===== src/rtl/tt_mask_iter.sv =====
// tt_mask_iter: enumerates the set bits of a mask, one beat per set bit,
// lowest index first.
//
// Parameters
//   WIDTH : number of mask bits (power of two, >= 2)
//   SIZE  : index width, $clog2(WIDTH)
//
// Ports
//   i_clk     : clock, all state updates on the rising edge
//   i_reset   : asynchronous active-high reset
//   in_valid  : in_mask is valid
//   in_ready  : block can accept a mask this cycle (IDLE)
//   in_mask   : mask to enumerate, bit i = element i
//   out_valid : out_* beat is valid (BUSY)
//   out_ready : consumer accepts the beat
//   out_idx   : index of the current (lowest remaining) set bit
//   out_cnt   : number of set bits below out_idx in the captured mask
//   out_last  : current beat is the final set bit
//   o_done    : one-cycle pulse after a mask has been fully enumerated
//   o_total   : popcount of the most recently accepted mask
module tt_mask_iter #(
    parameter int unsigned WIDTH = 8,
    parameter int unsigned SIZE  = $clog2(WIDTH)
) (
    input  logic             i_clk,
    input  logic             i_reset,
    input  logic             in_valid,
    output logic             in_ready,
    input  logic [WIDTH-1:0] in_mask,
    output logic             out_valid,
    input  logic             out_ready,
    output logic [SIZE-1:0]  out_idx,
    output logic [SIZE:0]    out_cnt,
    output logic             out_last,
    output logic             o_done,
    output logic [SIZE:0]    o_total
);

    typedef enum logic {
        IDLE = 1'b0,
        BUSY = 1'b1
    } state_t;

    localparam logic [WIDTH-1:0] REM_ONE = {{(WIDTH-1){1'b0}}, 1'b1};
    localparam logic [SIZE:0]    CNT_ONE = {{SIZE{1'b0}}, 1'b1};

    state_t           state_q, state_d;
    logic [WIDTH-1:0] rem_q, rem_d;
    logic [SIZE:0]    cnt_q, cnt_d;
    logic [SIZE:0]    total_q, total_d;
    logic             done_q, done_d;

    logic [SIZE-1:0]  low_idx;
    logic [SIZE:0]    in_pop;
    logic             rem_single;
    logic             busy;

    assign busy = (state_q == BUSY);

    // Lowest set bit of the remaining mask. Scanning from the top down lets
    // the last match win, which is the lowest index.
    always_comb begin
        low_idx = '0;
        for (int unsigned i = 0; i < WIDTH; i++) begin
            if (rem_q[WIDTH-1-i]) begin
                low_idx = SIZE'(WIDTH-1-i);
            end
        end
    end

    // Popcount of the incoming mask; SIZE+1 bits so all-ones gives WIDTH.
    always_comb begin
        in_pop = '0;
        for (int unsigned i = 0; i < WIDTH; i++) begin
            in_pop = in_pop + {{SIZE{1'b0}}, in_mask[i]};
        end
    end

    // Exactly one bit left: nonzero and clearing the lowest bit leaves zero.
    assign rem_single = (rem_q != '0) && ((rem_q & (rem_q - REM_ONE)) == '0);

    always_comb begin
        state_d = state_q;
        rem_d   = rem_q;
        cnt_d   = cnt_q;
        total_d = total_q;
        done_d  = 1'b0;

        unique case (state_q)
            IDLE: begin
                if (in_valid) begin
                    rem_d   = in_mask;
                    cnt_d   = '0;
                    total_d = in_pop;
                    if (in_mask == '0) begin
                        // Nothing to emit: finish without leaving IDLE.
                        done_d = 1'b1;
                    end else begin
                        state_d = BUSY;
                    end
                end
            end
            BUSY: begin
                if (out_ready) begin
                    rem_d = rem_q & (rem_q - REM_ONE);
                    cnt_d = cnt_q + CNT_ONE;
                    if (rem_single) begin
                        state_d = IDLE;
                        done_d  = 1'b1;
                    end
                end
            end
            default: begin
                state_d = IDLE;
            end
        endcase
    end

    always_ff @(posedge i_clk or posedge i_reset) begin
        if (i_reset) begin
            state_q <= IDLE;
            rem_q   <= '0;
            cnt_q   <= '0;
            total_q <= '0;
            done_q  <= 1'b0;
        end else begin
            state_q <= state_d;
            rem_q   <= rem_d;
            cnt_q   <= cnt_d;
            total_q <= total_d;
            done_q  <= done_d;
        end
    end

    assign in_ready  = ~busy;
    assign out_valid = busy;
    assign out_idx   = busy ? low_idx : '0;
    assign out_cnt   = busy ? cnt_q : '0;
    assign out_last  = busy & rem_single;
    assign o_done    = done_q;
    assign o_total   = total_q;

endmodule


===== config.mk =====
export PLATFORM = sky130hd
export DESIGN_NAME = tt_mask_iter
export DESIGN_NICKNAME = d
export VERILOG_FILES = /design/src/rtl/tt_mask_iter.sv
export SDC_FILE = /design/constraint.sdc
export NUM_CORES = 1
export LEC_CHECK = 0
export BUFFER_PORTS_ARGS = -buffer_cell sky130_fd_sc_hd__clkbuf_2
export CORE_MARGIN = 4
export CORE_UTILIZATION = 41
export DETAILED_ROUTE_END_ITERATION = 8
export SYNTH_ARGS = -nofsm -noshare
export SYNTH_HDL_FRONTEND = slang
export SYNTH_SLANG_ARGS = --single-unit

===== constraint.sdc =====
create_clock -name i_clk -period 2.3 [get_ports i_clk]
set_input_delay 0.23 -clock i_clk [delete_from_list [all_inputs] [get_ports i_clk]]
set_output_delay 0.23 -clock i_clk [all_outputs]
set_load 0.05 [all_outputs]

==> results.toml <==
[outcome]
status = "finished with violations"
violations = "negative hold slack, negative setup slack"

[final_layout]
finalNonFillerCells = 202
multiInputGateArea_um2 = 688.2
n_fill_cell = 277
num-nets-final = 193
finish.utilization = 0.5549
area_growth_pct = 27.98
regArea_um2 = 452.9
drive_gt1_frac = 0.3333
layout_commonest_cell = "clkbuf_2"
diodes = 0
mostFrequentLayoutCells = "clkbuf_2, nand2_1, dfrtp_1, inv_1, buf_4"

[floorplan]
die_width_um = 62.47
initial_core_util = 0.4335
coreArea_um2 = 2805
num_io_pins = 27
dieArea_um2 = 3902
rows = 19
die_h_um = 62.47

[timing]
setup_viol = 2
rsz0062_at_grt = "true"
period_share = 1.060
timing.final.ws_setup_ns = -0.1377
fin_hold_ws_ns = -0.006932
skew_ns = 0.009493
tightest_slew_ns = 0.6861
finalMaxSlewViolations = 0
max_freq_mhz = 410.2
finalSetupTns_ns = -0.2479
slew_headroom = 0.5421
hold_viol_final = 8
fin_crit_ns = 2.438

[setup_path]
ff2ff_path_depth = 5
start_kind = "primary input"
worstSetupPathType = "primary input to flip-flop"
worstPathRequired_ns = 2.53
crit_path_max_fanout = 2
end_kind = "flip-flop"
critPathArrivalTime_ns = 2.67
rrSetupSlack_ns = 0.49

[synth]
ys_ff_latch = 18
ys_seq_area_frac = 0.3704
synthCells = 136
synth_top_family_by_area = "compound AO/OA/AOI/OAI gates"
synth_edf_count = 0
synth_area_leaders = "dfrtp_1, fa_1, inv_1"
syn-cell-area_um2 = 1216
avgSynthCellArea_um2 = 8.942
yosys.area.top_type = "dfrtp_1"
yosysWarnings = 0
synth.top_cell.area_share = 0.3704
ys_types = 39
synth_top_flop_cell = "dfrtp_1"
synth_xor_area_frac = 0.02160
synthArstFlopShare = 1.000
synth_fa_ha_area_frac = 0.1255
synth-simple-area-share = 0.1667
syn_nets = 157
synth-compound-area-share = 0.1975
synthMuxAreaShare = 0.02469

[detailed_routing]
drt_iter0_markers = 43
drt-total-wl_um = 3109
maxUsedRoutingLayer = "met4"
drc = 0
final_antenna_net_count = 0
detail_route.first_pass.iterations = 4
wl_per_cell_um = 15.39
wl_met3_um = 169
num_vias = 1128
met2_length_um = 1577
via_per_inst = 5.584
wl_met1_um = 1317

[placement]
dp.cells = 193
dpl.hpwl_um = 2373
gp_congestion = 0.8280
io_buffers = 26

[global_route]
antenna_found_initial = 0
grt_pass1_vias = 1130
grt_pass1_wl_um = 5306
grt_max_degree = 19
track_usage = 0.1697
grt.overflow.total = 0

[job]
drv_cap = 0

[pwr]
p_per_area_nw_per_um2 = 1590
pwr-share-clk = 0.081
pwr-share-seq = 0.241
power.total_mw = 2.475
power.switching_mw = 1.321
p_leak_nw = 0.7979
intPower_mw = 1.154
ir_drop_mv = 0.8709
switching_share = 0.5336
combPwrFrac = 0.678

[cts]
ctsHtreeMaxLevel = 1
clockBufferDepth = 2
root_buffer = "clkbuf_4"
cts.sinks = 18
clock_latency_ns = 0.30
path_clk_slew_ns = 0.11
numCtsBuffers = 3
cts_tree = "yes"

[worst_hold_path]
hp-class = "primary input to async pin"
==> cells in the mapped netlist, types with 2 or more instances <==
master / n
nand4_1: 2
clkbuf_1: 5
dfrtp_1: 18
ha_1: 5
o211ai_1: 2
o311a_1: 2
a211oi_1: 2
xnor2_1: 2
nor3_1: 2
inv_1: 17
o22ai_1: 4
mux2i_1: 3
buf_6: 2
nor2_1: 7
nand3_1: 2
nand2_1: 16
and3_1: 2
fa_1: 4
and2_1: 3
o21ai_0: 8
a21oi_1: 10
==> timing repair <==
action,in CTS,in global routing
hold buffers,0,0
resized for setup,6,7
pin swaps,1,0
endpoints found under the setup margin,3,3
setup buffers,0,5
==> kinds of logic (layout without fill, tap and decap cells) <==
| family | count (synthesis) | after routing |
|---|---|---|
| and+or+nand+nor | 40 | 40 |
| adders and majority gates | 10 | 10 |
| AOI/OAI and AO/OA | 36 | 36 |
| xor gates and xnor gates | 3 | 3 |
| muxes | 3 | 3 |
| buffers and inverters | 26 | 61 |
| DFF | 18 | 18 |
==> registers in the layout, summed over array words and instances, names as in the netlist <==
| signal | cells |
|---|---|
| cnt_q | 4 |
| o_done | 1 |
| o_total | 4 |
| out_valid | 1 |
| rem_q | 8 |
==> layout make-up <==
class,instances,share of cell area
timing repair buffer,39,0.1704
clock buffer,4,0.02331
multi-input combinational,92,0.4421
sequential,18,0.2910
tap,31,0.02492
inverter,18,0.04823
==> routing by layer <==
metal | vias up | track usage
met5 | - | 0
met4 | 0 | 0.06612
met3 | 5 | 0.03777
met2 | 27 | 0.2796
met1 | 551 | 0.2152
li1 | 545 | -
==> per-stage QoR <==
| stage | hold slack [ns] | area, um2 | worst slack [ns] |
|---|---|---|---|
| detailed placement | 0.3543 | 1421 | -0.5124 |
| global route | 0.05345 | 1556 | -0.1831 |
| CTS | 0.01871 | 1490 | -0.1106 |
| finish | -0.006932 | 1556 | -0.1377 |
| global placement | 0.3593 | 1421 | -0.4741 |
| floorplan | 0.1686 | 1239 | -0.2841 |
==> critical path, cell delays in order <==
cell and delay, ns:
clkbuf_16 0.11, inv_8 0.03, fa_1 0.54, fa_1 0.43, fa_1 0.51, inv_2 0.05
ha_4 0.16, fa_2 0.35, xnor2_2 0.14, a21oi_1 0.13
==> path summary, 6_finish.rpt <==
kind	start	end
max	in_mask[3]	o_total[2]
min	i_reset	rem_q[3]
max reg2reg	rem_q[2]	o_done
min reg2reg	o_total[0]	o_total[0]
max in group asynchronous	i_reset	rem_q[1]
min in group i_clk	in_mask[7]	rem_q[7]
==> power groups by stage <==
stage | sequential (mW) | combinational, mW | clock (mW)
5_1_grt | 0.625 | 1.82 | 0.222
2_1_floorplan | 0.694 | 1.09 | 0
3_5_place_dp | 0.609 | 1.57 | 0
4_1_cts | 0.605 | 1.59 | 0.205
6_report | 0.595 | 1.68 | 0.201
3_3_place_gp | 0.599 | 1.55 | 0
Power figures use the tool's default switching activity.
